==> src/rtl/grant_decoder.sv <==
// Registered 3-to-8 grant decoder: captures the encoder's winning index, holds a one-hot
// grant until ack, then inserts a one-cycle gap. Optional hold timeout: GRANT_DECODER_TIMEOUT_EN.
//
// state   | meaning
// --------+---------------------------------------------------------------
// S_IDLE  | waiting for in_valid; in_ready=1, no grant driven
// S_GRANT | one-hot grant on out for the captured index, waiting for ack
// S_GAP   | one dead cycle after a grant; done/timeout pulse lives here
module grant_decoder #(
    parameter int HOLD_CYCLES = 4
) (
    input  logic       clk,
    input  logic       rst,
    input  logic [2:0] in_idx,
    input  logic       in_valid,
    output logic       in_ready,
    input  logic       ack,
    output logic [7:0] out,
    output logic [2:0] grant_idx,
    output logic       busy,
    output logic       done,
    output logic       timeout
);

    typedef enum logic [1:0] {
        S_IDLE  = 2'd0,
        S_GRANT = 2'd1,
        S_GAP   = 2'd2
    } state_t;

    state_t state;

    if (HOLD_CYCLES < 1 || HOLD_CYCLES > 255) begin : g_bad_hold
        $error("grant_decoder: HOLD_CYCLES out of range 1..255");
    end

    assign in_ready = (state == S_IDLE);

`ifdef GRANT_DECODER_TIMEOUT_EN
    localparam int CW = $clog2(HOLD_CYCLES) + 1;
    localparam logic [CW-1:0] HOLD_LAST = CW'(HOLD_CYCLES - 1);

    logic [CW-1:0] hold_cnt;
    logic          timeout_q;

    assign timeout = timeout_q;
`else
    assign timeout = 1'b0;
`endif

    always_ff @(posedge clk) begin
        if (rst) begin
            state     <= S_IDLE;
            out       <= 8'h00;
            grant_idx <= 3'd0;
            busy      <= 1'b0;
            done      <= 1'b0;
`ifdef GRANT_DECODER_TIMEOUT_EN
            hold_cnt  <= '0;
            timeout_q <= 1'b0;
`endif
        end else begin
            done <= 1'b0;
`ifdef GRANT_DECODER_TIMEOUT_EN
            timeout_q <= 1'b0;
`endif
            case (state)
                S_IDLE: begin
                    if (in_valid) begin
                        state     <= S_GRANT;
                        grant_idx <= in_idx;
                        out       <= 8'b1 << in_idx;
                        busy      <= 1'b1;
`ifdef GRANT_DECODER_TIMEOUT_EN
                        hold_cnt  <= '0;
`endif
                    end
                end
                S_GRANT: begin
                    // ack takes precedence over an expiring hold counter
                    if (ack) begin
                        state <= S_GAP;
                        out   <= 8'h00;
                        done  <= 1'b1;
                    end
`ifdef GRANT_DECODER_TIMEOUT_EN
                    else if (hold_cnt == HOLD_LAST) begin
                        state     <= S_GAP;
                        out       <= 8'h00;
                        timeout_q <= 1'b1;
                    end else begin
                        hold_cnt <= hold_cnt + 1'b1;
                    end
`endif
                end
                S_GAP: begin
                    state <= S_IDLE;
                    busy  <= 1'b0;
                end
                default: begin
                    state <= S_IDLE;
                    out   <= 8'h00;
                    busy  <= 1'b0;
                end
            endcase
        end
    end

endmodule

==> config.mk <==
export PLATFORM = sky130hd
export DESIGN_NAME = grant_decoder
export DESIGN_NICKNAME = d
export VERILOG_FILES = /design/src/rtl/grant_decoder.sv
export SDC_FILE = /design/constraint.sdc
export NUM_CORES = 1
export LEC_CHECK = 0
export ABC_AREA = 1
export CORE_MARGIN = 8
export CORE_UTILIZATION = 45
export CTS_CLUSTER_SIZE = 40
export DETAILED_ROUTE_END_ITERATION = 10
export PLACE_DENSITY = 0.81
export SETUP_SLACK_MARGIN = 0.5
export SLEW_MARGIN = 20
export SYNTH_ARGS = -nofsm -noshare
export SYNTH_HDL_FRONTEND = slang
export SYNTH_SLANG_ARGS = --single-unit
==> constraint.sdc <==
create_clock -name clk -period 1.8 [get_ports clk]
set_clock_uncertainty 0.05 [all_clocks]
set_input_delay 0.45 -clock clk [delete_from_list [all_inputs] [get_ports clk]]
set_output_delay 0.45 -clock clk [all_outputs]
set_load 0.02 [all_outputs]
# == Word-level counts from Yosys, hierarchy flattened ==
# Index checks and enable logic that the tools add are counted.
# Widths: inputs -> output; s select.
# word_totals
register_bits,15
latch_bits,0
ramBits,0
rom_bits,0
in_bits,7
out_inout_bits,15
wordCells,27
mem_count,0
# op_classes
add_sub_neg,0
multipliers,0
n_div,0
n_lt_le_gt_ge,0
n_eq_ne,4
n_shift,1
muxes,9
n_bitwise,2
reduce_logical,6
# ops
operator,count
$pmux 8 s3,1
$mux 8,2
$shl 1x3->8 const A,1
$reduce_and 2->1,3
$mux 2,2
$ne 2x2->1 const B,2
$pmux 2 s2,1
$reduce_and 3->1,1
$eq 2x1->1 const B,1
$eq 2x2->1 const B,1
$logic_not 2->1,1
$mux 1,2
$not 1->1,2
$pmux 1 s2,1
$reduce_or 2->1,1

# == Logic depth before layout (Yosys ltp) ==
# Gate-level depths: netlist of the first run.
# depth
word_depth,3
depth_mapped,7
ltp_nobuf,6

# == Worst setup path before layout of the first run ==
# No wires, ideal clock.
# synth_timing
path_type,register to register
start,register state[1]
end,register out[2]
setup_time_ns,0.113
arrival_time_ns,1.079
required_ns,1.637
setup_slack_ns,0.558
stages_incl_launch_ff,8
path_buffers,1
period_less_slack_ns,1.242
cell_sequence,dfxtp_1 > nor2_4 > nand2_4 > nand2_4 > buf_6 > nand2_1 > nand2_1 > nor2_1
# synth_between
elab_chain_len,3
word_cells_on_any_way,8
classes_between,eq/ne: 4; mux: 1; bitwise: 1; reduce/logical: 2
# synth_rtl
element,line_no,text
from (decl),31,state_t state;
from (signal assigned),53,state <= S_IDLE;
from (signal assigned),70,state <= S_GRANT;
from (signal assigned),82,state <= S_GAP;
$logic_not 2->1 (*),-,
named net in_ready,16,"output logic in_ready,"
$ne 2x2->1 (no line),-,
$reduce_and 3->1 (no line),-,
to (signal assigned),72,out <= 8'b1 << in_idx;
to (decl),18,"output logic [7:0] out,"
# Mark *: on every way through the listed nets, which the timed path passes. The rest lies on a longest branch.
# A chain may end at the register's enable or synchronous reset.

# == Worst setup path after layout of the first run ==
# layout_timing
start,register state[1]
end,output port in_ready
# layout_between
elab_chain_len,1
# layout_rtl
element,line_no,text
$logic_not 2->1,37,assign in_ready = (state == S_IDLE);
to (decl),16,
# Every way passes these cells.

==> impl_metrics.tcl, run 1 <==
set metrics [dict create \
    status "finished, final reports clean" \
    grt_pass1_wl_um 2180 \
    ioPinCount 22 \
    p_leak_uw 0.0004361 \
    finalCritPeriodShare_pct 75.99 \
    p_per_area_nw_per_um2 871.9 \
    path_clk_slew_ns 0.08 \
    die_area_um2 2871 \
    whs_ns 0.4181 \
    worst-r2r-cell-count 7 \
    fp.dieW_um 53.58 \
    grt_max_degree 17 \
    cp-endpoint "in_ready" \
    routed_wl_um 1310 \
    fin_ws_ns 0.4321 \
    min_path_type "reg -> reg" \
    final.setup.tns_ns 0 \
    syn2layout_area_growth_pct 36.61 \
    avgSynthCellArea_um2 7.062 \
    insertion_delay_ns 0.28 \
    final_nets 123 \
    startpoint "state[1]" \
    syn_inst 90 \
    synth_top_area_share_pct 47.24 \
    cp_max_fo 3 \
    drive_gt1_share_pct 30.43 \
    drtPass1Iterations 4 \
    vias 594 \
    critical_path.slowest_cell "dfxtp_2" \
    core_um2 1318 \
    cts.htree.levels 1 \
    start_util_pct 48.24 \
    cts_root_buf "clkbuf_4" \
    ys_seq_area_share_pct 47.24 \
    grt_setup_unrepaired "true" \
    cp-end-kind "primary output" \
    wire_per_inst_um 10.08 \
    syn_nets 97 \
    crit_path_cell_trace "nor2_4, buf_6" \
    fmax_mhz 731.1 \
    cts_tree "done" \
    max_stage_delay_ns 0.35 \
    layout_min_cycle_time_ns 1.368 \
    yosysTopAreaCell "dfxtp_1" \
    cp.arrival_ns 0.87 \
    ff2ff_setup_slack_ns 0.60 \
    worstPathRequired_ns 1.30 \
    path_class "reg -> out" \
    pre_cts_slack_ns 0.09096 \
    antenna_found_initial 0 \
    drv_cap 0 \
    num_rows 13 \
    die_y_um 53.58 \
    clockBufferDepth 2 \
    final_common_cell "nor2_1" \
    cts_made_buffers 3 \
    most-common-layout-cells "25 x nor2_1, 20 x nand2_1, 14 x buf_4, 11 x dfxtp_2, 10 x nand3_1" \
    antenna_cells 0 \
    via_per_inst 4.569 \
    gp_congestion 0.7205 \
    ys.warnings.count 0 \
    dp_hpwl_um 1006 \
    r2r-start "state[1]" \
    netlist_area_um2 635.6 \
    port_buffers 20 \
    drc_errors 0 \
    grt_overflow_total 0 \
    ir_worst_vdd_v 0.0005459 \
    clkSinkCount 15 \
    setup_violations 0 \
    finalHoldViolCount 0 \
    synthTopCellsByArea "dfxtp_1 47%, nor2_1 15%, nand2_1 12%, nand3_1 7.9%, inv_1 4.1%" \
    start_kind "register" \
    dr.first_iter.drc_count 6 \
    r2r-end "out[0]" \
    first_global_vias 520 \
    ys_types 13 \
    synth-seq-cells 15 \
    ant_nets 0 \
    track_usage_pct 10.28 \
    postCtsSetupRepairBufs 0 \
    drv_slew 0 \
]
[sequential cells by signal, indices dropped and copies added, names as in the netlist]
name,count
busy,1
state,2
done,1
grant_idx,3
out,8
[synthesized netlist by cell type]
cell       n
a21oi_1    3
buf_4      1
buf_6      1
clkinv_1   1
conb_1     1
dfxtp_1   15
inv_1      7
nand2_1   20
nand2_4    2
nand3_1   10
nor2_1    25
nor2_4     1
o21ai_0    3
[cells by family (layout without fill, tap and decap cells)]
kind of cell           after synthesis  in the layout  share of synthesized area (%)
flip-flops                          15             15                          47.24
other                                1              1                         0.5900
AND/OR/NAND/NOR                     58             58                          39.76
buffers and inverters               10             35                          7.678
AO/OA/AOI/OAI                        6              6                          4.723
[worst max-delay path: cells and delay by family (launching register included)]
kind | cells | cell delay (ns)
DFF | 1 | 0.35
and+or+nand+nor | 1 | 0.12
buffers and inverters | 1 | 0.12
[report_power, final]
part	switching (µW)	internal [µW]
Sequential	15.1	363
Clock	103	86.1
Combinational	111	79.3
Total	229	528
[per-layer routing]
layer  wire length [µm]  vias to the layer above  track usage [%]
li1                   -                      326                -
met2                606                       15            15.82
met1                581                      248            11.37
met4                 34                        0            7.563
met5                  0                        -                0
met3                 88                        5            3.857
[metrics by stage]
step           instances  utilization, %  power, µW  area [µm²]
3_3_place_gp         125           64.58      577.3       850.8
5_1_grt              130           65.91      804.4       868.3
3_5_place_dp         125           64.58      581.5       850.8
4_1_cts              129           61.82      746.8       814.5
6_report             130           65.91      757.1       868.3
2_1_floorplan         90               -      498.3       635.6
[cell type report]
cell class / count / area, µm²
Clock buffer: 4 / 26.28
Timing Repair inverter: 1 / 5.005
Fill cell: 128 / 449.2
Inverter: 8 / 33.78
Tap cell: 15 / 18.77
Sequential cell: 15 / 314.1
Multi-Input combinational cell: 65 / 286.5
Timing Repair Buffer: 22 / 183.9
[worst min path at each step]
| stage | endpoint | slack [ns] | depth (start not counted) | startpoint |
|---|---|---|---|---|
| 2_1_floorplan | state[0] | 0.46 | 2 | state[0] |
| 3_3_place_gp | busy | 0.40 | 2 | busy |
| 3_5_place_dp | grant_idx[2] | 0.41 | 2 | grant_idx[2] |
| 4_1_cts | grant_idx[2] | 0.42 | 2 | grant_idx[2] |
| 5_1_grt | grant_idx[2] | 0.43 | 2 | grant_idx[2] |
| 6_report | grant_idx[2] | 0.42 | 2 | grant_idx[2] |
[what timing repair did]
action / CTS / global route
setup endpoints to repair: 22 / 23
gates resized for setup: 61 / 23
gates cloned: 0 / 1
pin swaps: 0 / 0
hold buffers: 0 / 0
Note: power is estimated with default switching activity, not from simulation.
==> inputs of run 2 (changes only) <==
- CORE_UTILIZATION: 45 -> 42
- PLACE_DENSITY: 0.81 -> 0.76
- clock period: 1.8 -> 1.3 ns (I/O delays scaled with it)
==> run 2 against run 1 <==
  * Combinational power grew 72%
  * Highest routed layer unchanged
  * Critical path type unchanged
  * Flip-flop and latch count is the same
  * Clock-buffer cell count is the same
  * Critical endpoint unchanged
  * Sequential power grew 41%
  * Register-to-register slack lost 0.47 ns
==> impl_metrics.tcl, run 2 (synthesis results as in run 1) <==
set metrics [dict create \
    min_path_type "reg -> reg" \
    wire_per_inst_um 11.82 \
    finalCritPeriodShare_pct 94.93 \
    ioPinCount 22 \
    track_usage_pct 11.27 \
    cp.arrival_ns 0.86 \
    drv_cap 0 \
    die_y_um 54.90 \
    holdBufCountCts 0 \
    clockBufferDepth 2 \
    grt_overflow_total 0 \
    grt_util_met3_pct 2.139 \
    crit_path_cell_trace "nor2_4, buf_6" \
    cts_made_buffers 3 \
    clkSinkCount 15 \
    reg_top3 "out (8), grant_idx (3), state (2)" \
    grt_max_degree 17 \
    routed_wl_um 1643 \
    vias 659 \
    path_class "reg -> out" \
    max_stage_delay_ns 0.34 \
    final_nets 131 \
    core_um2 1454 \
    critical_path.slowest_cell "dfxtp_2" \
    syn2layout_area_growth_pct 58.86 \
    cts.htree.levels 1 \
    drc_errors 0 \
    cts_tree "done" \
    insertion_delay_ns 0.28 \
    most-common-layout-cells "25 x nor2_1, 20 x nand2_1, 15 x dfxtp_2, 15 x buf_6, 10 x buf_4" \
    num_rows 14 \
    first_global_vias 578 \
    p_leak_uw 0.0004948 \
    status "finished, final reports clean" \
    drv_slew 0 \
    largest_reg_flops 8 \
    worstPathRequired_ns 0.93 \
    busiest_layer "met2" \
    grt_pass1_wl_um 2470 \
    top_register "out" \
    nFillCells 122 \
    die_area_um2 3014 \
    grt_util_met1_pct 11.61 \
    cts_root_buf "clkbuf_4" \
    dr.first_iter.drc_count 23 \
    path_clk_slew_ns 0.09 \
    dp_hpwl_um 1123 \
    antenna_cells 0 \
    finalHoldViolCount 0 \
    fin_ws_ns 0.06589 \
    cp_max_fo 2 \
    antenna_found_initial 0 \
    ir_worst_vdd_v 0.0007647 \
    via_per_inst 4.741 \
    setup_violations 0 \
    p_per_area_nw_per_um2 1117 \
    ant_nets 0 \
    start_kind "register" \
    fmax_mhz 810.3 \
    grt_setup_unrepaired "true" \
    fp.dieW_um 54.90 \
    final_common_cell "nor2_1" \
    grtUsageMet2_pct 21.51 \
    drtPass1Iterations 4 \
    port_buffers 20 \
    crit_family "flip-flops" \
    gp_congestion 0.7923 \
    regArea_um2 319.1 \
    pre_cts_slack_ns -0.2912 \
    final.setup.tns_ns 0 \
    layout_min_cycle_time_ns 1.234 \
    path_buf_inv 1 \
    start_util_pct 43.72 \
    cp-end-kind "primary output" \
    drive_gt1_share_pct 40.65 \
    multi_input_area_um2 311.5 \
]
## run 2: changes by cell type in the layout (fill, tap and decap cells not counted), moves of 3 or more
cell and change:
buf_6 +14, dlygate4sd2_1 +4, dfxtp_2 +4, clkdlybuf4s50_1 -3, dfxtp_1 -4, buf_4 -4
## run 2: cell type report
| cell class | count | share of cell area (%) |
|---|---|---|
| Sequential cell | 15 | 31.60 |
| Multi-Input combinational cell | 65 | 30.85 |
| Timing Repair Buffer | 31 | 29.62 |
| Inverter | 8 | 3.346 |
| Clock buffer | 4 | 2.602 |
| Tap cell | 16 | 1.983 |
## run 2: timing repair
item / 4_1_cts / 5_1_grt
setup endpoints to repair: 29 / 29
setup buffers: 0 / 3
pin swaps: 2 / 1
resized for setup: 110 / 1
## run 2: final timing paths
path	to	depth (start not counted)	slack [ns]	from
hold reg to reg	out[6]	2	0.43	out[6]
setup / recovery	in_ready	2	0.07	state[1]
hold / removal	out[6]	2	0.43	out[6]
setup reg to reg	out[4]	7	0.13	state[1]
## run 2: report_power, final
| group | internal (µW) | total (µW) | leakage, µW | switching, µW |
|---|---|---|---|---|
| Sequential | 505 | 532 | 0.000129 | 27.2 |
| Clock | 119 | 269 | 0.0000150 | 150 |
| Combinational | 154 | 327 | 0.000351 | 173 |
| Total | 778 | 1130 | 0.000495 | 349 |
## run 2: metrics by stage
step	utilization [%]	total power, µW	instance area [µm²]	hold slack (ns)	instances
detailed placement	61.79	825.5	898.4	0.4049	132
global route	69.45	1192	1010	0.4570	139
floorplan	-	692.3	636.9	0.3367	90
global placement	61.79	820.3	898.4	0.3978	132
CTS	67.73	1116	984.7	0.4237	136
finish	69.45	1128	1010	0.4265	139
## run 2: metal layers
layer,share of wire [%],wire [µm]
met5,0,0
met3,6.1,101
met2,52,856
met1,40,664
met4,1.2,20
## run 2: worst register-to-register path, cell delays in order (launching register included)
cell     delay, ns
dfxtp_2       0.34
nor2_4        0.11
buf_4         0.17
nand2_4       0.09
nand2_8       0.13
nand2_1       0.07
nand2_1       0.06
nor2_1        0.05
